==> src/rtl/router_arbiter.sv <==
// Four-port round-robin router arbiter: grants one dataport, waits for the router's
// acknowledge, then sequences a BURST_LEN store burst followed by a BURST_LEN forward burst.
module router_arbiter #(
  parameter int BURST_LEN   = 16,
  parameter int ACK_TIMEOUT = 4
) (
  input  logic       clk,
  input  logic       rst,
  input  logic [3:0] request,
  input  logic       acknowledge,
  output logic [3:0] grant,
  output logic       st_router,
  output logic       fw_router,
  output logic [3:0] inAddr,
  output logic [3:0] outAddr,
  output logic       busy,
  output logic       done,
  output logic       timeout_err
);

  typedef enum logic [1:0] {
    IDLE     = 2'd0,
    WAIT_ACK = 2'd1,
    STORE    = 2'd2,
    FORWARD  = 2'd3
  } state_t;

  localparam logic [3:0] LAST_ADDR = 4'(BURST_LEN - 1);
  localparam logic [3:0] LAST_WAIT = 4'(ACK_TIMEOUT - 1);

  state_t     state_r;
  logic [1:0] rr_ptr_r;
  logic [3:0] wait_cnt_r;
  logic [1:0] pick_s;

  // First requesting port at or after start, wrapping port 4 back to port 1
  function automatic logic [1:0] rr_pick(input logic [3:0] req, input logic [1:0] start);
    logic [1:0] idx;
    logic [1:0] pick;
    logic       found;
    pick  = start;
    found = 1'b0;
    for (int i = 0; i < 4; i++) begin
      idx = start + 2'(i);
      if (!found && req[idx]) begin
        pick  = idx;
        found = 1'b1;
      end else begin
        pick  = pick;
      end
    end
    return pick;
  endfunction

  // Round-robin candidate among the current requests
  always_comb begin
    pick_s = rr_pick(request, rr_ptr_r);
  end

  // Transaction sequencer; every output is a register
  always_ff @(posedge clk) begin
    if (!rst) begin
      state_r     <= IDLE;
      rr_ptr_r    <= 2'd0;
      wait_cnt_r  <= 4'd0;
      grant       <= 4'd0;
      st_router   <= 1'b0;
      fw_router   <= 1'b0;
      inAddr      <= 4'd0;
      outAddr     <= 4'd0;
      busy        <= 1'b0;
      done        <= 1'b0;
      timeout_err <= 1'b0;
    end else begin
      done        <= 1'b0;
      timeout_err <= 1'b0;
      case (state_r)
        IDLE: begin
          if (|request) begin
            // pointer moves past the chosen port now, so an abandoned grant also advances it
            grant      <= 4'b0001 << pick_s;
            rr_ptr_r   <= pick_s + 2'd1;
            wait_cnt_r <= 4'd0;
            busy       <= 1'b1;
            state_r    <= WAIT_ACK;
          end
        end
        WAIT_ACK: begin
          if (acknowledge) begin
            st_router <= 1'b1;
            inAddr    <= 4'd0;
            state_r   <= STORE;
          end else if (wait_cnt_r == LAST_WAIT) begin
            grant       <= 4'd0;
            timeout_err <= 1'b1;
            busy        <= 1'b0;
            state_r     <= IDLE;
          end else begin
            wait_cnt_r <= wait_cnt_r + 4'd1;
          end
        end
        STORE: begin
          if (inAddr == LAST_ADDR) begin
            st_router <= 1'b0;
            fw_router <= 1'b1;
            outAddr   <= 4'd0;
            grant     <= 4'd0;
            state_r   <= FORWARD;
          end else begin
            inAddr <= inAddr + 4'd1;
          end
        end
        FORWARD: begin
          if (outAddr == LAST_ADDR) begin
            fw_router <= 1'b0;
            busy      <= 1'b0;
            done      <= 1'b1;
            state_r   <= IDLE;
          end else begin
            outAddr <= outAddr + 4'd1;
          end
        end
        default: begin
          state_r   <= IDLE;
          grant     <= 4'd0;
          st_router <= 1'b0;
          fw_router <= 1'b0;
          busy      <= 1'b0;
        end
      endcase
    end
  end

endmodule
==> config.mk <==
export PLATFORM = sky130hd
export DESIGN_NAME = router_arbiter
export DESIGN_NICKNAME = d
export VERILOG_FILES = /design/src/rtl/router_arbiter.sv
export SDC_FILE = /design/constraint.sdc
export NUM_CORES = 1
export LEC_CHECK = 0
export ABC_AREA = 1
export CAP_MARGIN = 5
export CORE_ASPECT_RATIO = 1.5
export CORE_UTILIZATION = 40
export CTS_CLUSTER_SIZE = 16
export DETAILED_ROUTE_END_ITERATION = 16
export PLACE_DENSITY = 0.62
export SETUP_SLACK_MARGIN = 0.3
export SLEW_MARGIN = 15
export SYNTH_ARGS = -nofsm -noshare
export SYNTH_HDL_FRONTEND = slang
export SYNTH_SLANG_ARGS = --single-unit
==> constraint.sdc <==
create_clock -name clk -period 2.2 [get_ports clk]
set_input_delay 0.44 -clock clk [delete_from_list [all_inputs] [get_ports clk]]
set_output_delay 0.44 -clock clk [all_outputs]
set_load 0.01 [all_outputs]
==> results.yml, run 1 <==
clocking:
  cts_buffers: 3
  cts_hold_buf: 0
  htreeDepth: 1
  cts_tree: "built"
  clkTransAtPathRegs_ps: 80
  cts_sinks: 25
  cts_root_buffer: "clkbuf_8"
  clk_latency_ps: 270
  clock_tree.buffer_depth: 2
critical_path:
  critPathKind: "reg -> reg"
  r2r_cells: 12
  cp-end-kind: "flop"
  worst_ep_required_time_ps: 2370
  worstPathCellList: "buf_8 > nand2_2 > nand3_2 > nand2_2 > nand3_2 > nand2_1 > nand2_2 > nand2_2 > inv_1 > ha_1 > o21ai_0 > a21oi_1"
  r2r_slack_ps: 390
  critPathLaunchType: "flop"
  crit_fanout: 8
  slowest_delay_ps: 370
  worstSetupStartpoint: "rr_ptr_r[0]$_SDFFE_PN0P_"
  r2r-end: "rr_ptr_r[1]$_SDFFE_PN0P_"
  crit_arrival_ps: 1980
  crit_family: "simple AND/OR/NAND/NOR gates"
  r2r-start: "rr_ptr_r[0]$_SDFFE_PN0P_"
  cp_common_cell: "nand2_2"
  critical-path-slowest-cell: "dfxtp_4"
  critPathBufInv: 2
placement:
  dp.cells: 324
  portBuffers: 23
  pre_cts_ws_ps: -109.6
  place_congestion: 0.7150
  detailed_place_hpwl_um: 2807
hold_path:
  hold_end: "busy$_SDFFE_PN0P_"
  worst_hold_path_type: "reg -> reg"
  hold_start: "busy$_SDFFE_PN0P_"
  hold_depth: 2
routing:
  drcViolationCount: 0
  ant_nets: 0
  via_per_inst: 4.931
  drtIter0Drc: 14
  vias: 1632
  first_pass_iters: 4
  avgRoutedWirePerCell_um: 11.53
  routed_wl_um: 3818
finish:
  final_util: 0.5427
  layout-drive-gt1-share: 0.2203
  area_growth_pct: 31.43
  nets: 307
  diodes: 0
  stdcell_count: 331
yosys:
  ys.flop_type: "dfxtp_1"
  synth_enable_flop_cells: 0
  synth_top_area_cell: "dfxtp_1"
  async_flop_share: 0
  netlist_area_mm2: 0.001620
  ys_seq_area_frac: 0.3089
  synth.ff_latch_count: 25
  syn_inst: 248
  synth.area.top_cells: "dfxtp_1, nand2_1, ha_1"
  yosysUniqueCellTypes: 22
  synth_top_cell_area_share: 0.3089
  yosysWarnings: 0
  synth_area_per_cell_um2: 6.533
  syn_nets: 268
die:
  die_area_mm2: 0.004315
  die_y_um: 79.95
  dieWidth_um: 53.97
  ios: 24
  core_mm2: 0.003924
  start_util: 0.4129
  rows: 28
sta:
  rsz0062_at_grt: "true"
  setup_viol: 0
  drv_slew: 0
  fmax_mhz: 553.2
  fin_ws_ps: 392.4
  finalHoldViolCount: 0
  worst_pin_slew_ps: 317.5
  finalCritPeriodShare: 0.8216
  post-route-min-period_ps: 1808
  relSlewSlack: 0.7861
  clock-skew-final_ps: 2.108
global_route:
  first_global_vias: 1509
  grt_max_degree: 14
  overflow: 0
  grt_use_total: 0.1936
  grt_pass1_wl_um: 6127
  antenna_found_initial: 0
power:
  ir_worst_vdd_mv: 0.5933
  power_density_mw_per_mm2: 1201
  p_leak_nw: 1.020
job:
  drv_cap: 0
outcome:
  status: "completed"
## routing by layer
| metal | vias to the layer above | GRT usage | share of wire |
|---|---|---|---|
| met4 | 0 | 0.07895 | 0.016 |
| met2 | 21 | 0.3630 | 0.54 |
| met1 | 743 | 0.2025 | 0.42 |
| met3 | 5 | 0.02476 | 0.028 |
| met5 | - | 0 | 0 |
| li1 | 863 | - | - |
## layout make-up
type | instances | area, µm²
clock buffer | 4 | 45.04
tap | 45 | 56.30
sequential | 25 | 510.5
inverter | 37 | 146.4
multi-input combinational | 184 | 1041
fill | 396 | 1794
timing repair buffer | 36 | 330.3
## cell families after synthesis
family / synth area share
xor+xnor: 0.01081
flops: 0.3089
buf+inv: 0.09498
compound gates: 0.1143
fa+ha+maj: 0.1004
simple gates: 0.3707
## worst max-delay path by stage
| stage | to | slack, ps | cells after the start |
|---|---|---|---|
| 2_1_floorplan | rr_ptr_r[1]$_SDFFE_PN0P_ | 510 | 13 |
| 3_3_place_gp | grant[2]$_SDFFE_PN0P_ | -90 | 14 |
| 3_5_place_dp | grant[2]$_SDFFE_PN0P_ | -110 | 16 |
| 4_1_cts | grant[2]$_SDFFE_PN0P_ | 290 | 16 |
| 5_1_grt | grant[1]$_SDFFE_PN0P_ | 240 | 15 |
| 6_report | rr_ptr_r[1]$_SDFFE_PN0P_ | 390 | 12 |
## tightest hold or removal path, delay by kind of cell (launching register included)
family | cells | cell delay [ps]
flops | 1 | 330
simple gates | 1 | 60
compound gates | 1 | 50
## placed cells by master, fill, tap and decap left out, drive strengths merged, types with 2 or more instances in the layout
master,instances
nand2,78
inv,37
dfxtp,25
nor2,23
o21ai,21
clkdlybuf4s50,19
nand3,19
a21oi,16
buf,13
ha,13
nand4,5
dlygate4sd2,4
clkbuf,4
nor3,3
nor3b,2
xor2,2
## cell usage after synthesis (2+ instances only)
cell / instances
xor2_1: 2
inv_2: 5
nand2_2: 11
nand2_1: 66
nand4_1: 5
ha_1: 13
nand3_2: 2
nor2_2: 3
a21oi_1: 16
dfxtp_1: 25
o21ai_1: 2
nor3_1: 3
nor3b_1: 2
inv_1: 32
nor2_1: 20
nand3_1: 17
o21ai_0: 19
## per-stage QoR
stage               cell area, µm²  hold slack, ps  power (mW)  TNS (ps)
CTS                           2018           479.2       2.361         0
global placement              1967           457.0       2.048    -360.0
floorplan                     1620           455.8       1.626         0
finish                        2130           475.4       2.557         0
detailed placement            1967           467.6       2.054    -421.1
global route                  2130           490.2       2.831         0
## flip-flops by register name, indices dropped and copies added, names as in the netlist, named ones only
register,count
state_r,1
done,1
outAddr,4
rr_ptr_r,2
wait_cnt_r,4
fw_router,1
grant,4
timeout_err,1
st_router,1
inAddr,4
busy,1
## power breakdown
| group | switching, mW | internal, mW | total [mW] |
|---|---|---|---|
| sequential | 0.0936 | 0.556 | 0.650 |
| combinational | 0.966 | 0.663 | 1.63 |
| clock | 0.148 | 0.130 | 0.278 |
| total | 1.21 | 1.35 | 2.56 |
## timing repair
action	in CTS	in global routing
setup endpoints to repair	5	8
setup buffers	0	3
pin swaps	1	15
hold endpoints to repair	0	0
gates resized for setup	8	37
No activity file was read; power rests on OpenSTA's default activity.
==> inputs of run 2 (changes only) <==
--- a/config.mk
+++ b/config.mk
@@ -11,7 +11,7 @@
 export CORE_UTILIZATION = 40
 export CTS_CLUSTER_SIZE = 16
 export DETAILED_ROUTE_END_ITERATION = 16
-export PLACE_DENSITY = 0.62
+export PLACE_DENSITY = 0.64
 export SETUP_SLACK_MARGIN = 0.3
 export SLEW_MARGIN = 15
 export SYNTH_ARGS = -nofsm -noshare
==> constraint.sdc (replaced) <==
create_clock -name clk -period 1.65 [get_ports clk]
set_input_delay 0.33 -clock clk [delete_from_list [all_inputs] [get_ports clk]]
set_output_delay 0.33 -clock clk [all_outputs]
set_load 0.01 [all_outputs]
==> results.yml, run 2 (same netlist as run 1, synthesis figures left out) <==
power:
  clock_power_share: 0.092
  p_sw_mw: 1.993
  p_sw_frac: 0.4786
  power_density_mw_per_mm2: 1646
  p_leak_nw: 1.249
  total_power_mw: 4.165
  internal_power_mw: 2.172
  comb_power_share: 0.695
  ir_worst_vdd_mv: 0.9993
  p_seq_frac: 0.213
sta:
  finalHoldViolCount: 0
  finalSetupTns_ps: -828.0
  rsz0062_at_grt: "true"
  fmax_mhz: 545.9
  post-route-min-period_ps: 1832
  clock-skew-final_ps: 2.703
  setup_viol: 5
  relSlewSlack: 0.8204
  worst_pin_slew_ps: 266.6
  fin_ws_ps: -181.7
  finalCritPeriodShare: 1.110
  drv_slew: 0
die:
  rows: 28
  ios: 24
  start_util: 0.4129
  die_area_mm2: 0.004315
  dieWidth_um: 53.97
  core_mm2: 0.003924
  die_y_um: 79.95
routing:
  routed_wl_um: 4421
  drcViolationCount: 0
  drtIter0Drc: 15
  avgRoutedWirePerCell_um: 12.56
  ant_nets: 0
  via_per_inst: 5.028
  first_pass_iters: 4
  vias: 1770
critical_path:
  cp-end-kind: "flop"
  critPathLaunchType: "flop"
  crit_fanout: 5
  critPathKind: "reg -> reg"
  crit_arrival_ps: 2010
  worst_ep_required_time_ps: 1830
job:
  drv_cap: 0
clocking:
  clk_latency_ps: 280
  cts_sinks: 25
  htreeDepth: 1
  cts_hold_buf: 0
  clkTransAtPathRegs_ps: 90
  clock_tree.buffer_depth: 2
  cts_root_buffer: "clkbuf_8"
  cts_tree: "built"
  cts_buffers: 3
global_route:
  first_global_vias: 1607
  antenna_found_initial: 0
  grt_max_degree: 14
  grt_pass1_wl_um: 6693
  grt_use_total: 0.2117
  overflow: 0
finish:
  final_common_cell: "nand2_1"
  final_cell_mix: "nand2_1, buf_4, inv_1, dlygate4sd2_1, nand2_2"
  area_growth_pct: 56.14
  design_area_mm2: 0.002530
  final_util: 0.6448
  diodes: 0
  nets: 328
  layout-drive-gt1-share: 0.3844
placement:
  portBuffers: 23
  placed_area_mm2: 0.002103
  place_congestion: 0.7492
  detailed_place_hpwl_um: 2959
hold_path:
  worst_hold_path_type: "reg -> reg"
outcome:
  status: "finished with violations"
  violations: "setup timing"
## run 2: stage by stage
stage	hold WS (ps)	worst slack, ps	cells
after floorplan	408.7	70.72	248
after global placement	458.2	-539.7	335
after detailed placement	461.1	-546.1	335
after CTS	458.1	-101.9	348
after global routing	478.2	-285.4	352
final	464.5	-181.7	352
## run 2: critical path: stages, from the launching register on
cell,delay (ps)
dfxtp_4,380
buf_6,130
nand2_1,70
nand2_1,70
nand2_2,90
nand2_4,80
nand3_4,90
nand2_1,60
nand2_1,70
nand2_2,80
a21oi_2,180
ha_2,290
o21ai_1,110
a21oi_1,40
## run 2: layout make-up
type	instances	area, µm²
timing repair buffer	57	470.5
multi-input combinational	184	1275
clock buffer	4	45.04
tap	45	56.30
fill	363	1394
inverter	37	158.9
sequential	25	524.3
## run 2: what timing repair did
item	4_1_cts	5_1_grt
setup buffers	9	4
pin swaps	14	23
gates cloned	0	0
resized for setup	67	45
endpoints found under the setup margin	39	22
## run 2: path summary, 6_finish.rpt
path         cells after the start  slack (ps)                  endpoint                startpoint
min reg2reg                      1         460   outAddr[0]$_SDFFE_PN0P_   outAddr[0]$_SDFFE_PN0P_
min                              1         460   outAddr[0]$_SDFFE_PN0P_   outAddr[0]$_SDFFE_PN0P_
max reg2reg                     13        -180  rr_ptr_r[1]$_SDFFE_PN0P_  rr_ptr_r[0]$_SDFFE_PN0P_
max                             13        -180  rr_ptr_r[1]$_SDFFE_PN0P_  rr_ptr_r[0]$_SDFFE_PN0P_
## run 2: power by group through the flow
stage               sequential, mW  clock, mW  combinational, mW
detailed placement           0.876          0               2.12
floorplan                    0.888          0               1.40
global route                 0.903      0.404               3.20
CTS                          0.878      0.390               2.44
finish                       0.888      0.382               2.90
global placement             0.876          0               2.11
## run 2: per-layer routing
metal  wire length (µm)  part of all wire  up-vias  GRT usage
met1               1780              0.40      831     0.2186
met2               2498              0.57       18     0.4062
met4                 63             0.014        0    0.07895
met5                  0                 0        -          0
li1                   -                 -      916          -
met3                 77             0.017        5    0.02286
